===== config.mk =====
export PLATFORM = sky130hd
export DESIGN_NAME = dose_alarm_sequencer
export DESIGN_NICKNAME = d
export VERILOG_FILES = /design/src/rtl/dose_alarm_sequencer.sv
export SDC_FILE = /design/constraint.sdc
export NUM_CORES = 1
export LEC_CHECK = 0
export BUFFER_PORTS_ARGS = -buffer_cell sky130_fd_sc_hd__buf_4
export CAP_MARGIN = 30
export CELL_PAD_IN_SITES_DETAIL_PLACEMENT = 0
export CELL_PAD_IN_SITES_GLOBAL_PLACEMENT = 1
export CORE_MARGIN = 2
export CORE_UTILIZATION = 37
export CTS_CLUSTER_DIAMETER = 50
export DETAILED_ROUTE_END_ITERATION = 10
export PLACE_DENSITY = 0.79
export SETUP_SLACK_MARGIN = 0.15
export SLEW_MARGIN = 20
export SYNTH_ARGS = -nofsm -noshare
export SYNTH_HDL_FRONTEND = slang
export SYNTH_SLANG_ARGS = --single-unit
export TNS_END_PERCENT = 30

===== constraint.sdc =====
create_clock -name clk -period 1.95 [get_ports clk]
set_input_delay 0.2925 -clock clk [delete_from_list [all_inputs] [get_ports clk]]
set_output_delay 0.2925 -clock clk [all_outputs]
set_load 0.005 [all_outputs]

===== src/rtl/dose_alarm_sequencer.sv =====
`default_nettype none
// ============================================================================
// Module   : dose_alarm_sequencer
// Brief    : Turns per-pill due levels into LED/buzzer alerts with a grace
//            window; unacknowledged alerts become missed-dose log records.
//            Optional DOSE_ALARM_SNOOZE_EN adds a one-shot snooze input.
// Revision : 1.0 - initial release
// ============================================================================
module dose_alarm_sequencer #(
  parameter int NUM_PILLS     = 3,
  parameter int GRACE_SECONDS = 60,
  parameter int CNT_W         = 4
) (
  input  logic                       clk,
  input  logic                       rst_n,
  input  logic                       secTick,
  input  logic [NUM_PILLS-1:0]       pillDue,
  input  logic                       takenPulse,
`ifdef DOSE_ALARM_SNOOZE_EN
  input  logic                       snoozePulse,
`endif
  input  logic [23:0]                timeBCD,
  output logic [NUM_PILLS-1:0]       alarmLED,
  output logic                       buzzer,
  output logic                       missValid,
  output logic [1:0]                 missPillId,
  output logic [23:0]                missTime,
  input  logic                       missReady,
  output logic [NUM_PILLS*CNT_W-1:0] missCounts,
  output logic [1:0]                 seqState
);

  localparam logic [7:0]           c_GRACE = 8'(GRACE_SECONDS);
  localparam logic [NUM_PILLS-1:0] c_ONE   = NUM_PILLS'(1);

  typedef enum logic [1:0] {
    IDLE  = 2'd0,
    ALERT = 2'd1,
    LOG   = 2'd2
  } state_t;

  state_t               r_state, w_stateNext;
  logic [NUM_PILLS-1:0] r_pending, w_pendingNext;
  logic [NUM_PILLS-1:0] r_dueHist, w_dueRise;
  logic [NUM_PILLS-1:0] w_curOneHot, w_activeMask, w_clrMask, w_cntInc;
  logic [1:0]           r_curId, w_curIdNext, w_lowestId;
  logic [7:0]           r_grace, w_graceNext;
  logic [NUM_PILLS-1:0] r_led, w_ledNext;
  logic                 r_buzzer, w_buzzerNext;
  logic                 r_missValid, w_missValidNext;
  logic [1:0]           r_missId, w_missIdNext;
  logic [23:0]          r_missTime, w_missTimeNext;
  logic                 r_snoozed, w_snoozedNext;
  logic                 w_snoozeReq;

`ifdef DOSE_ALARM_SNOOZE_EN
  assign w_snoozeReq = snoozePulse;
`else
  assign w_snoozeReq = 1'b0;
`endif

  assign w_dueRise    = pillDue & ~r_dueHist;
  assign w_curOneHot  = c_ONE << r_curId;
  // Re-asserting the pill being serviced must not queue a duplicate alert.
  assign w_activeMask = (r_state != IDLE) ? w_curOneHot : '0;

  always_comb begin
    w_lowestId = 2'd0;
    for (int i = NUM_PILLS - 1; i >= 0; i--) begin
      if (r_pending[i]) w_lowestId = 2'(i);
    end
  end

  always_ff @(posedge clk or negedge rst_n) begin
    if (!rst_n) begin
      r_state     <= IDLE;
      r_pending   <= '0;
      r_dueHist   <= '0;
      r_curId     <= 2'd0;
      r_grace     <= 8'd0;
      r_led       <= '0;
      r_buzzer    <= 1'b0;
      r_missValid <= 1'b0;
      r_missId    <= 2'd0;
      r_missTime  <= 24'd0;
      r_snoozed   <= 1'b0;
    end else begin
      r_state     <= w_stateNext;
      r_pending   <= w_pendingNext;
      r_dueHist   <= pillDue;
      r_curId     <= w_curIdNext;
      r_grace     <= w_graceNext;
      r_led       <= w_ledNext;
      r_buzzer    <= w_buzzerNext;
      r_missValid <= w_missValidNext;
      r_missId    <= w_missIdNext;
      r_missTime  <= w_missTimeNext;
      r_snoozed   <= w_snoozedNext;
    end
  end

  always_comb begin
    w_stateNext     = r_state;
    w_curIdNext     = r_curId;
    w_graceNext     = r_grace;
    w_ledNext       = r_led;
    w_buzzerNext    = r_buzzer;
    w_missValidNext = r_missValid;
    w_missIdNext    = r_missId;
    w_missTimeNext  = r_missTime;
    w_snoozedNext   = r_snoozed;
    w_clrMask       = '0;
    w_cntInc        = '0;

    case (r_state)
      IDLE: begin
        w_snoozedNext = 1'b0;
        if (|r_pending) begin
          w_curIdNext    = w_lowestId;
          w_missTimeNext = timeBCD;
          w_graceNext    = c_GRACE;
          w_stateNext    = ALERT;
          w_ledNext      = c_ONE << w_lowestId;
          w_buzzerNext   = 1'b1;
        end
      end
      ALERT: begin
        // Acknowledge outranks both snooze and a coincident grace expiry.
        if (takenPulse) begin
          w_clrMask     = w_curOneHot;
          w_stateNext   = IDLE;
          w_ledNext     = '0;
          w_buzzerNext  = 1'b0;
          w_snoozedNext = 1'b0;
        end else if (w_snoozeReq && !r_snoozed) begin
          w_graceNext   = c_GRACE;
          w_buzzerNext  = 1'b0;
          w_snoozedNext = 1'b1;
        end else if (secTick) begin
          if (r_grace <= 8'd1) begin
            w_graceNext     = 8'd0;
            w_stateNext     = LOG;
            w_ledNext       = '0;
            w_buzzerNext    = 1'b0;
            w_missValidNext = 1'b1;
            w_missIdNext    = r_curId;
            w_snoozedNext   = 1'b0;
          end else begin
            w_graceNext = r_grace - 8'd1;
            if (!r_snoozed) w_buzzerNext = ~r_buzzer;
          end
        end
      end
      LOG: begin
        if (missReady) begin
          w_cntInc        = w_curOneHot;
          w_clrMask       = w_curOneHot;
          w_missValidNext = 1'b0;
          w_stateNext     = IDLE;
        end
      end
      default: w_stateNext = IDLE;
    endcase

    w_pendingNext = (r_pending & ~w_clrMask) | (w_dueRise & ~w_activeMask);
  end

  generate
    for (genvar g = 0; g < NUM_PILLS; g++) begin : g_cnt
      logic [CNT_W-1:0] r_cnt;
      always_ff @(posedge clk or negedge rst_n) begin
        if (!rst_n) begin
          r_cnt <= '0;
        end else if (w_cntInc[g] && (r_cnt != {CNT_W{1'b1}})) begin
          r_cnt <= r_cnt + 1'b1;
        end
      end
      assign missCounts[g*CNT_W +: CNT_W] = r_cnt;
    end
  endgenerate

  assign alarmLED   = r_led;
  assign buzzer     = r_buzzer;
  assign missValid  = r_missValid;
  assign missPillId = r_missId;
  assign missTime   = r_missTime;
  assign seqState   = r_state;

endmodule
`default_nettype wire


### Word-level counts from Yosys, hierarchy flattened

Cells that the tools add are included.

| cells by class | value |
|---|---|
| bitwise logic cells | 9 |
| add/subtract/negate cells | 4 |
| multiply operators | 0 |
| muxes and demuxes | 39 |
| reductions and logical operators | 16 |
| equal/unequal tests | 13 |
| magnitude comparators | 1 |
| div/mod/pow operators | 0 |
| shift-type cells | 2 |

Operators with widths:

| kind | number |
|---|---|
| $mux W8 | 4 |
| $mux W3 | 8 |
| $reduce_and A4 Y1 | 5 |
| $mux W2 | 8 |
| $ne A4 B4 Y1 const B | 4 |
| $pmux W8 S2 | 1 |
| $add A4 B1 Y4 const B | 3 |
| $mux W1 | 12 |
| $pmux W3 S2 | 2 |
| $ne A2 B2 Y1 const B | 5 |
| $and A3 B3 Y3 | 3 |
| $not A3 Y3 | 3 |
| $le A8 B1 Y1 const B | 1 |
| $sub A8 B1 Y8 const B | 1 |
| $ne A3 B3 Y1 const B | 2 |
| $pmux W1 S2 | 3 |
| $pmux W2 S3 | 1 |
| $reduce_bool A2 Y1 | 3 |
| $shl A1 B2 Y3 const A | 2 |
| $reduce_and A5 Y1 | 1 |
| $logic_and A1 B1 Y1 | 3 |
| $or A3 B3 Y3 | 1 |
| $reduce_and A3 Y1 | 1 |
| $reduce_or A3 Y1 | 1 |
| 5 further kinds | 6 |

| word-level totals | value |
|---|---|
| memories | 0 |
| memory bits (writable) | 0 |
| output and inout bits | 45 |
| bits in registers | 62 |
| bits of input ports | 32 |
| latch bits | 0 |
| bits in read-only memories | 0 |

### Depth between registers and ports, before layout

Gate-level depths: netlist of run 1.

| logic depth | value |
|---|---|
| depth after elaboration | 6 |
| gate-level depth with buffers | 8 |
| mapped depth without buffers | 6 |

### Worst setup path after synthesis of run 1

Ideal clock, no wire load.

| timing path | value |
|---|---|
| kind | register to register |
| start point | register r_state[0], in the netlist seqState[0] |
| end point | register r_grace[5] |
| library setup time | 121 ps |
| path buffers | 2 |
| arrival | 1798 ps |
| data required time | 1829 ps |
| setup slack | 30 ps |
| stages on the path, launching flop included | 9 |
| clock period less this slack | 1920 ps |
| cells stage by stage | dfrtp_1 -> inv_1 -> ha_1 -> buf_4 -> or4b_4 -> buf_6 -> o211ai_2 -> o21ba_1 -> o22a_1 |

| on the way | value |
|---|---|
| word-level cells in the longest chain between the ends | 3 |
| elaborated cells on any way between the ends | 8 |
| classes of those cells | eq/ne (4); mux (1); reduce/logical (3) |

RTL lines:

| element | line | RTL |
|---|---|---|
| start: declaration | 42 | `state_t r_state, w_stateNext;` |
| start signal: assignment | 88 | `r_state <= w_stateNext;` |
| $eq A2 B1 Y1 or $logic_not A2 Y1 (tied branches) | 115 | `case (r_state)` |
| $ne A2 B2 Y1 (no line) or $reduce_bool A2 Y1 (tied branches) | -- |  |
| $reduce_and A4 Y1 (no line) | -- |  |
| end signal: assignment | 92 | `r_grace <= w_graceNext;` |
| end: declaration | 47 | `logic [7:0] r_grace, w_graceNext;` |

Parallel ways exist; a longest one is shown, timed or not.
A chain may end at the register's enable or synchronous reset.

### Worst setup path in the final report of run 1

| timing path | value |
|---|---|
| start point | register r_state[1], in the netlist seqState[1] |
| end point | register r_grace[6] |

Same word-level chain as after synthesis.

==> flow_summary.json, run 1 <==
{
  "status": "finished clean",
  "crit_family": "simple AND/OR/NAND/NOR gates",
  "final.period_utilization_pct": 91.04,
  "cellLeakagePower_nw": 1.848,
  "seqCellArea_um2": 1526,
  "final_estimated_routing_congestion_in_global_placement": 0.8182,
  "antenna_cells": 0,
  "critical_path.slowest_cell": "sky130_fd_sc_hd__or4b_4",
  "clkSinkCount": 61,
  "cp_num_cells": 6,
  "detailedRoute.firstPassIterationCount": 4,
  "total_via_count_after_detailed_routing": 2145,
  "syn_area_per_cell_um2": 12.27,
  "critical_path_arrival_ns": 1.99,
  "nNetsFinal": 373,
  "drv.max_cap_violation_count": 0,
  "worstPathBufferInverterCount": 1,
  "final-max-slew-violation-count": 0,
  "syn-cell-area_um2": 2810,
  "timing.max_slew.rel_slack_pct": 49.91,
  "post_place_setup_slack_ns": 0.1232,
  "cellPowerDensity_nw_per_um2": 1318,
  "edff_count_synth": 0,
  "final.setup.tns_ns": 0,
  "asyncSetResetFlopFracSynth_pct": 100.0,
  "mean_routed_wirelength_per_cell_um": 14.14,
  "ioPinCount": 77,
  "flip_flop_and_latch_count_after_synthesis": 61,
  "root_buffer": "sky130_fd_sc_hd__clkbuf_8",
  "final_skew_ns": 0.008192,
  "largest_net_degree_at_the_start_of_global_routing": 62,
  "cts_inserted_buffers": 9,
  "cells_after_dpl": 410,
  "clk_path_buf_depth": 2,
  "clock_latency_on_the_worst_skew_pair_ns": 0.33,
  "non_filler_cell_area_final_um2": 3938,
  "post-layout-total-power_mw": 5.189,
  "slew_worst_pin_ns": 0.7513,
  "grt_first_pass_wirelength_um": 10270,
  "multi_input_area_um2": 1286,
  "critPathKind": "reg -> reg",
  "power.ir.vdd_worst_v": 0.0005664,
  "postLayoutSetupSlackWorst_ns": 0.1748,
  "drt_drc_violations_left": 0,
  "yosys.cell_types.count": 49,
  "post_synth_most_frequent_cells": "sky130_fd_sc_hd__dfrtp_1, sky130_fd_sc_hd__mux2_2, sky130_fd_sc_hd__inv_1, sky130_fd_sc_hd__nand2_1, sky130_fd_sc_hd__nor2_1",
  "yosysMostFrequentCell": "sky130_fd_sc_hd__dfrtp_1",
  "die_w_um": 91.15,
  "rr_endpoint": "r_grace[6]$_DFFE_PN0P_",
  "dieHeight_um": 91.15,
  "gr-total-overflow": 0,
  "post_dp_cell_area_um2": 3603,
  "crit_path_cell_trace": "inv_2 > ha_4 > or4b_4 > nand2_2 > nor4_1 > a311o_1",
  "synth_top_cell_by_area": "sky130_fd_sc_hd__dfrtp_1",
  "synth.top_cells.by_area": "sky130_fd_sc_hd__dfrtp_1, sky130_fd_sc_hd__mux2_2, sky130_fd_sc_hd__ha_1",
  "post_route_cells_drive_above_1_share_pct": 49.70,
  "cp_data_required_time_ns": 2.17,
  "reg2reg_depth": 6,
  "report.final.hold_viol_count": 0,
  "finalWorstPathRequiredPeriod_ns": 1.775,
  "portBuffers": 76,
  "yosys_warnings": 0,
  "detail-route-antenna-nets": 0,
  "core-area_um2": 7292,
  "wl_um": 6181,
  "number_of_antenna_violations_at_the_first_check_in_global_routing": 0,
  "vias_in_the_first_global_route": 2159,
  "die_area_um2": 8308,
  "layout.filler_cells": 670,
  "ff2ff_setup_slack_ns": 0.17,
  "synth_top_flop_cell": "sky130_fd_sc_hd__dfrtp_1",
  "min_delay_path_class": "in -> async",
  "synth-seq-area-share_pct": 54.32,
  "mappedNetlistNets": 269,
  "cts_tree": "done",
  "initial_standard_cell_utilization_of_the_core_pct": 38.54,
  "worstSetupStartpointType": "flop",
  "syn_inst": 229,
  "cts-htree-levels": 3,
  "grt_setup_unrepaired": "true",
  "postLayoutCoreUtil_pct": 54.00,
  "hpwlAfterDp_um": 4417,
  "rows": 31,
  "yosys.area.top_type_share_pct": 54.32,
  "reg2reg_from": "seqState[1]$_DFFE_PN0P_",
  "worst_hold_slack_ns": 0.008298,
  "timing.final.setup_violations": 0,
  "max_freq_ghz": 0.5633,
  "grt_util_all_layers_pct": 15.56,
  "slowest_delay_ns": 0.55,
  "finalNonFillerCells": 437,
  "clkSlewWorstSetupHoldPaths_ns": 0.07,
  "synthesis_to_finish_area_growth_pct": 40.12,
  "vias_per_cell": 4.908,
  "critical_path_peak_fanout": 6,
  "endpoint_kind": "flop",
  "drt_first_iter_violations": 73
}
## what timing repair did
action / 4_1_cts / 5_1_grt
setup endpoints to repair: 8 / 22
pin swaps: 1 / 4
hold buffers: 0 / 0
endpoints found under the hold margin: 0 / 0
setup buffers: 5 / 6
gates resized for setup: 1 / 16
## layout by cell type (no fill, tap or decap), drive strengths merged, types with 7 or more instances in the layout
| cell | instances |
|---|---|
| buf | 100 |
| clkbuf | 12 |
| dfrtp | 61 |
| ha | 8 |
| inv | 12 |
| mux2 | 30 |
| nand2 | 12 |
| nor2 | 11 |
| o21ai | 7 |
## final cells by class
type | count | area share [%]
inverters | 12 | 1.144
clock buffers | 12 | 3.686
clock inverters | 4 | 1.207
well taps | 99 | 3.146
multi-input cells | 149 | 32.67
flip-flops and latches | 61 | 38.77
repair buffers | 100 | 19.38
## worst max-delay path by stage
stage	from	end
global route	seqState[1]$_DFFE_PN0P_	r_grace[5]$_DFFE_PN0P_
global placement	seqState[1]$_DFFE_PN0P_	r_grace[6]$_DFFE_PN0P_
detailed placement	seqState[1]$_DFFE_PN0P_	r_grace[5]$_DFFE_PN0P_
floorplan	seqState[1]$_DFFE_PN0P_	buzzer$_DFFE_PN0P_
CTS	seqState[0]$_DFFE_PN0P_	r_grace[6]$_DFFE_PN0P_
finish	seqState[1]$_DFFE_PN0P_	r_grace[6]$_DFFE_PN0P_
## logic make-up (layout without fill, tap and decap cells)
kind of cell	Yosys count	in the layout	share of synthesized area, %
xor+xnor	9	9	2.805
mux	32	32	12.73
simple gates	58	58	11.84
fa+ha+maj	8	8	3.562
buf+inv	19	128	3.384
compound gates	42	42	11.35
flops	61	61	54.32
## flip-flops by register name, indices dropped and copies added (netlist names)
| name | flops |
|---|---|
| r_dueHist | 3 |
| r_curId | 2 |
| missTime | 24 |
| g_cnt.r_cnt | 12 |
| alarmLED | 3 |
| missValid | 1 |
| buzzer | 1 |
| missPillId | 2 |
| r_pending | 3 |
| r_grace | 8 |
| seqState | 2 |
## layer usage
metal	up-vias	track usage [%]	part of all wire [%]
met2	60	22.84	47
li1	1034	-	-
met5	-	0	0
met3	11	4.315	6.1
met1	1040	21.28	45
met4	0	7.323	1.7
## report_power, final
| part | internal, mW | switching (mW) |
|---|---|---|
| Sequential | 1.65 | 0.249 |
| Combinational | 1.25 | 0.935 |
| Clock | 0.622 | 0.486 |
| Total | 3.52 | 1.67 |
Power figures use the tool's default switching activity.
==> inputs of run 2 (changes only) <==
- ABC_AREA: default -> 1
- CORE_UTILIZATION: 37 -> 34
- PLACE_DENSITY: 0.79 -> 0.78
==> run 2 against run 1 <==
Against the previous run:
- clock skew is essentially flat
- fmax grew 8.0%
- sequential power is essentially flat
- design area shrank 4.4%
- global-route usage shrank 0.44 points
- via count grew 15%
- sequential share of layout area grew 1.8 points
- wire length grew 6.5%
- synthesized cell count grew 52%
- critical endpoint is now r_grace[4]$_DFFE_PN0P_
==> flow_summary.json, run 2 <==
{
  "status": "finished clean",
  "total_via_count_after_detailed_routing": 2457,
  "finalWorstPathRequiredPeriod_ns": 1.643,
  "cts_setup_buffers": 0,
  "edff_count_synth": 0,
  "hpwlAfterDp_um": 4823,
  "reg2reg_depth": 7,
  "min_delay_path_class": "in -> async",
  "synth_top_flop_cell": "sky130_fd_sc_hd__dfrtp_1",
  "most-common-layout-cells": "sky130_fd_sc_hd__nand2_1, sky130_fd_sc_hd__buf_4, sky130_fd_sc_hd__dfrtp_1, sky130_fd_sc_hd__inv_1, sky130_fd_sc_hd__nand3_1",
  "post_synth_most_frequent_cells": "sky130_fd_sc_hd__nand2_1, sky130_fd_sc_hd__dfrtp_1, sky130_fd_sc_hd__inv_1, sky130_fd_sc_hd__nand3_1, sky130_fd_sc_hd__nor2_1",
  "largest_reg_flops": 24,
  "power.ir.vdd_worst_v": 0.0006353,
  "synthesis_to_finish_area_growth_pct": 30.77,
  "length_of_routed_met3_wiring_um": 272,
  "ioPinCount": 77,
  "yosys.cell_types.count": 24,
  "detail-route-antenna-nets": 0,
  "post_dp_cell_area_um2": 3563,
  "syn_area_per_cell_um2": 8.249,
  "post_route_cells_drive_above_1_share_pct": 24.71,
  "cts-htree-levels": 3,
  "finalNonFillerCells": 542,
  "ff2ff_setup_slack_ns": 0.31,
  "vias_per_cell": 4.533,
  "portBuffers": 76,
  "layout.cells.most_common": "sky130_fd_sc_hd__nand2_1",
  "endpoint_kind": "flop",
  "worstSetupStartpointType": "flop",
  "worst_hold_slack_ns": 0.01663,
  "mappedNetlistNets": 389,
  "report.final.hold_viol_count": 0,
  "root_buffer": "sky130_fd_sc_hd__clkbuf_8",
  "grt_setup_unrepaired": "true",
  "yosysMostFrequentCell": "sky130_fd_sc_hd__nand2_1",
  "clkSinkCount": 61,
  "largest_net_degree_at_the_start_of_global_routing": 62,
  "grt_util_all_layers_pct": 15.12,
  "cts_hold_buf": 0,
  "clkSlewWorstSetupHoldPaths_ns": 0.07,
  "swShare_pct": 36.52,
  "rows": 33,
  "non_filler_cell_area_final_um2": 3765,
  "total_internal_power_mw": 3.084,
  "flip_flop_and_latch_count_after_synthesis": 61,
  "final_estimated_routing_congestion_in_global_placement": 0.8307,
  "initial_standard_cell_utilization_of_the_core_pct": 35.04,
  "clock_power_share_pct": 23.5,
  "post-layout-total-power_mw": 4.858,
  "multi_input_area_um2": 1192,
  "grt_first_pass_wirelength_um": 10660,
  "syn-cell-area_um2": 2879,
  "vias_in_the_first_global_route": 2352,
  "rr_endpoint": "r_grace[4]$_DFFE_PN0P_",
  "detailedRoute.firstPassIterationCount": 6,
  "seqCellArea_um2": 1526,
  "antenna_cells": 0,
  "power_switching_mw": 1.774,
  "critPathKind": "reg -> reg",
  "synth-seq-area-share_pct": 53.02,
  "cts_inserted_buffers": 9,
  "number_of_antenna_violations_at_the_first_check_in_global_routing": 0,
  "synth_top_cell_by_area": "sky130_fd_sc_hd__dfrtp_1",
  "clk_path_buf_depth": 2,
  "cells_after_dpl": 527,
  "final_skew_ns": 0.007752,
  "syn_inst": 349,
  "dieHeight_um": 96.02,
  "max_freq_ghz": 0.6086,
  "wirelength_met1_um": 2844,
  "synth.top_cells.by_area": "sky130_fd_sc_hd__dfrtp_1, sky130_fd_sc_hd__nand2_1, sky130_fd_sc_hd__nand3_1",
  "critical_path_peak_fanout": 8,
  "mean_routed_wirelength_per_cell_um": 12.14,
  "final.period_utilization_pct": 84.26,
  "highest-signal-layer": "met4",
  "sequentialPowerShare_pct": 38.5,
  "cellPowerDensity_nw_per_um2": 1290,
  "yosys_warnings": 0,
  "core-area_um2": 8217,
  "clock_latency_on_the_worst_skew_pair_ns": 0.34,
  "nNetsFinal": 473,
  "yosys.area.top_type_share_pct": 53.02,
  "final-max-slew-violation-count": 0,
  "wl_um": 6581,
  "gr-total-overflow": 0,
  "timing.max_slew.rel_slack_pct": 49.27,
  "timing.final.setup_violations": 0,
  "power_frac_comb_pct": 37.9,
  "slew_worst_pin_ns": 0.7609,
  "final.setup.tns_ns": 0,
  "drt_first_iter_violations": 79,
  "cp_data_required_time_ns": 2.17,
  "die_w_um": 96.02,
  "drt_drc_violations_left": 0,
  "critical_path_arrival_ns": 1.86,
  "layout.filler_cells": 846,
  "reg2reg_from": "seqState[1]$_DFFE_PN0P_",
  "asyncSetResetFlopFracSynth_pct": 100.0,
  "drv.max_cap_violation_count": 0,
  "cellLeakagePower_nw": 2.021,
  "die_area_um2": 9220,
  "met2_length_um": 3319,
  "cts_tree": "done"
}
[run 2: cell types whose count changed in the layout (fill, tap and decap cells not counted), sizes merged, moves of 5 or more]
cell   change
nand3     +27
o21ai      +6
nor2      +18
nand2    +131
o31ai      -5
inv       +22
buf       -22
mux2      -30
[run 2: stage by stage]
stage,util [%],worst slack (ns)
6_report,45.82,0.3069
5_1_grt,45.82,0.1055
4_1_cts,45.79,0.2540
3_5_place_dp,43.37,0.2737
3_3_place_gp,43.37,0.3045
2_1_floorplan,-,0.5427
[run 2: area by class of cell]
type / instances / area share, %
repair buffers: 78 / 15.55
clock buffers: 11 / 4.021
clock inverters: 4 / 1.263
multi-input cells: 249 / 31.67
inverters: 34 / 3.456
well taps: 105 / 3.490
flip-flops and latches: 61 / 40.54
[run 2: worst max path at each step]
stage	startpoint	slack [ns]	endpoint	cells after the start
floorplan	seqState[0]$_DFFE_PN0P_	0.54	r_grace[6]$_DFFE_PN0P_	9
global placement	seqState[0]$_DFFE_PN0P_	0.30	seqState[0]$_DFFE_PN0P_	6
detailed placement	seqState[0]$_DFFE_PN0P_	0.27	seqState[0]$_DFFE_PN0P_	6
CTS	seqState[0]$_DFFE_PN0P_	0.25	seqState[0]$_DFFE_PN0P_	6
global route	seqState[1]$_DFFE_PN0P_	0.11	r_pending[1]$_DFF_PN0_	7
finish	seqState[1]$_DFFE_PN0P_	0.31	r_grace[4]$_DFFE_PN0P_	7
[run 2: power by group through the flow]
stage	combinational (mW)	sequential [mW]	clock [mW]
after floorplan	1.05	1.88	0
after global placement	1.84	1.89	0
after detailed placement	1.86	1.90	0
after CTS	1.86	1.88	1.18
after global routing	2.12	1.92	1.23
final	1.84	1.87	1.14
[run 2: cells by family after synthesis]
logic type,share of synthesized area (%)
xor+xnor,2.738
compound gates,4.563
simple gates,30.64
fa+ha+maj,3.477
buf+inv,5.563
flops,53.02
[run 2: routing by layer]
layer  up-vias  GRT usage, %
li1       1259             -
met1      1137         18.49
met2        48         25.29
met3        13         2.897
met4         0         7.738
met5         -             0
[run 2: critical path, stage by stage, from the launching register on]
cell                       delay (ns)
sky130_fd_sc_hd__dfrtp_1         0.41
sky130_fd_sc_hd__inv_1           0.09
sky130_fd_sc_hd__ha_1            0.36
sky130_fd_sc_hd__inv_2           0.11
sky130_fd_sc_hd__nand2_2         0.10
sky130_fd_sc_hd__nand3_4         0.14
sky130_fd_sc_hd__nor2_2          0.21
sky130_fd_sc_hd__a21boi_1        0.09
[run 2: timing repair]
item                       4_1_cts  5_1_grt
gates resized for setup          0        2
setup endpoints to repair        0       27
hold endpoints to repair         0        0
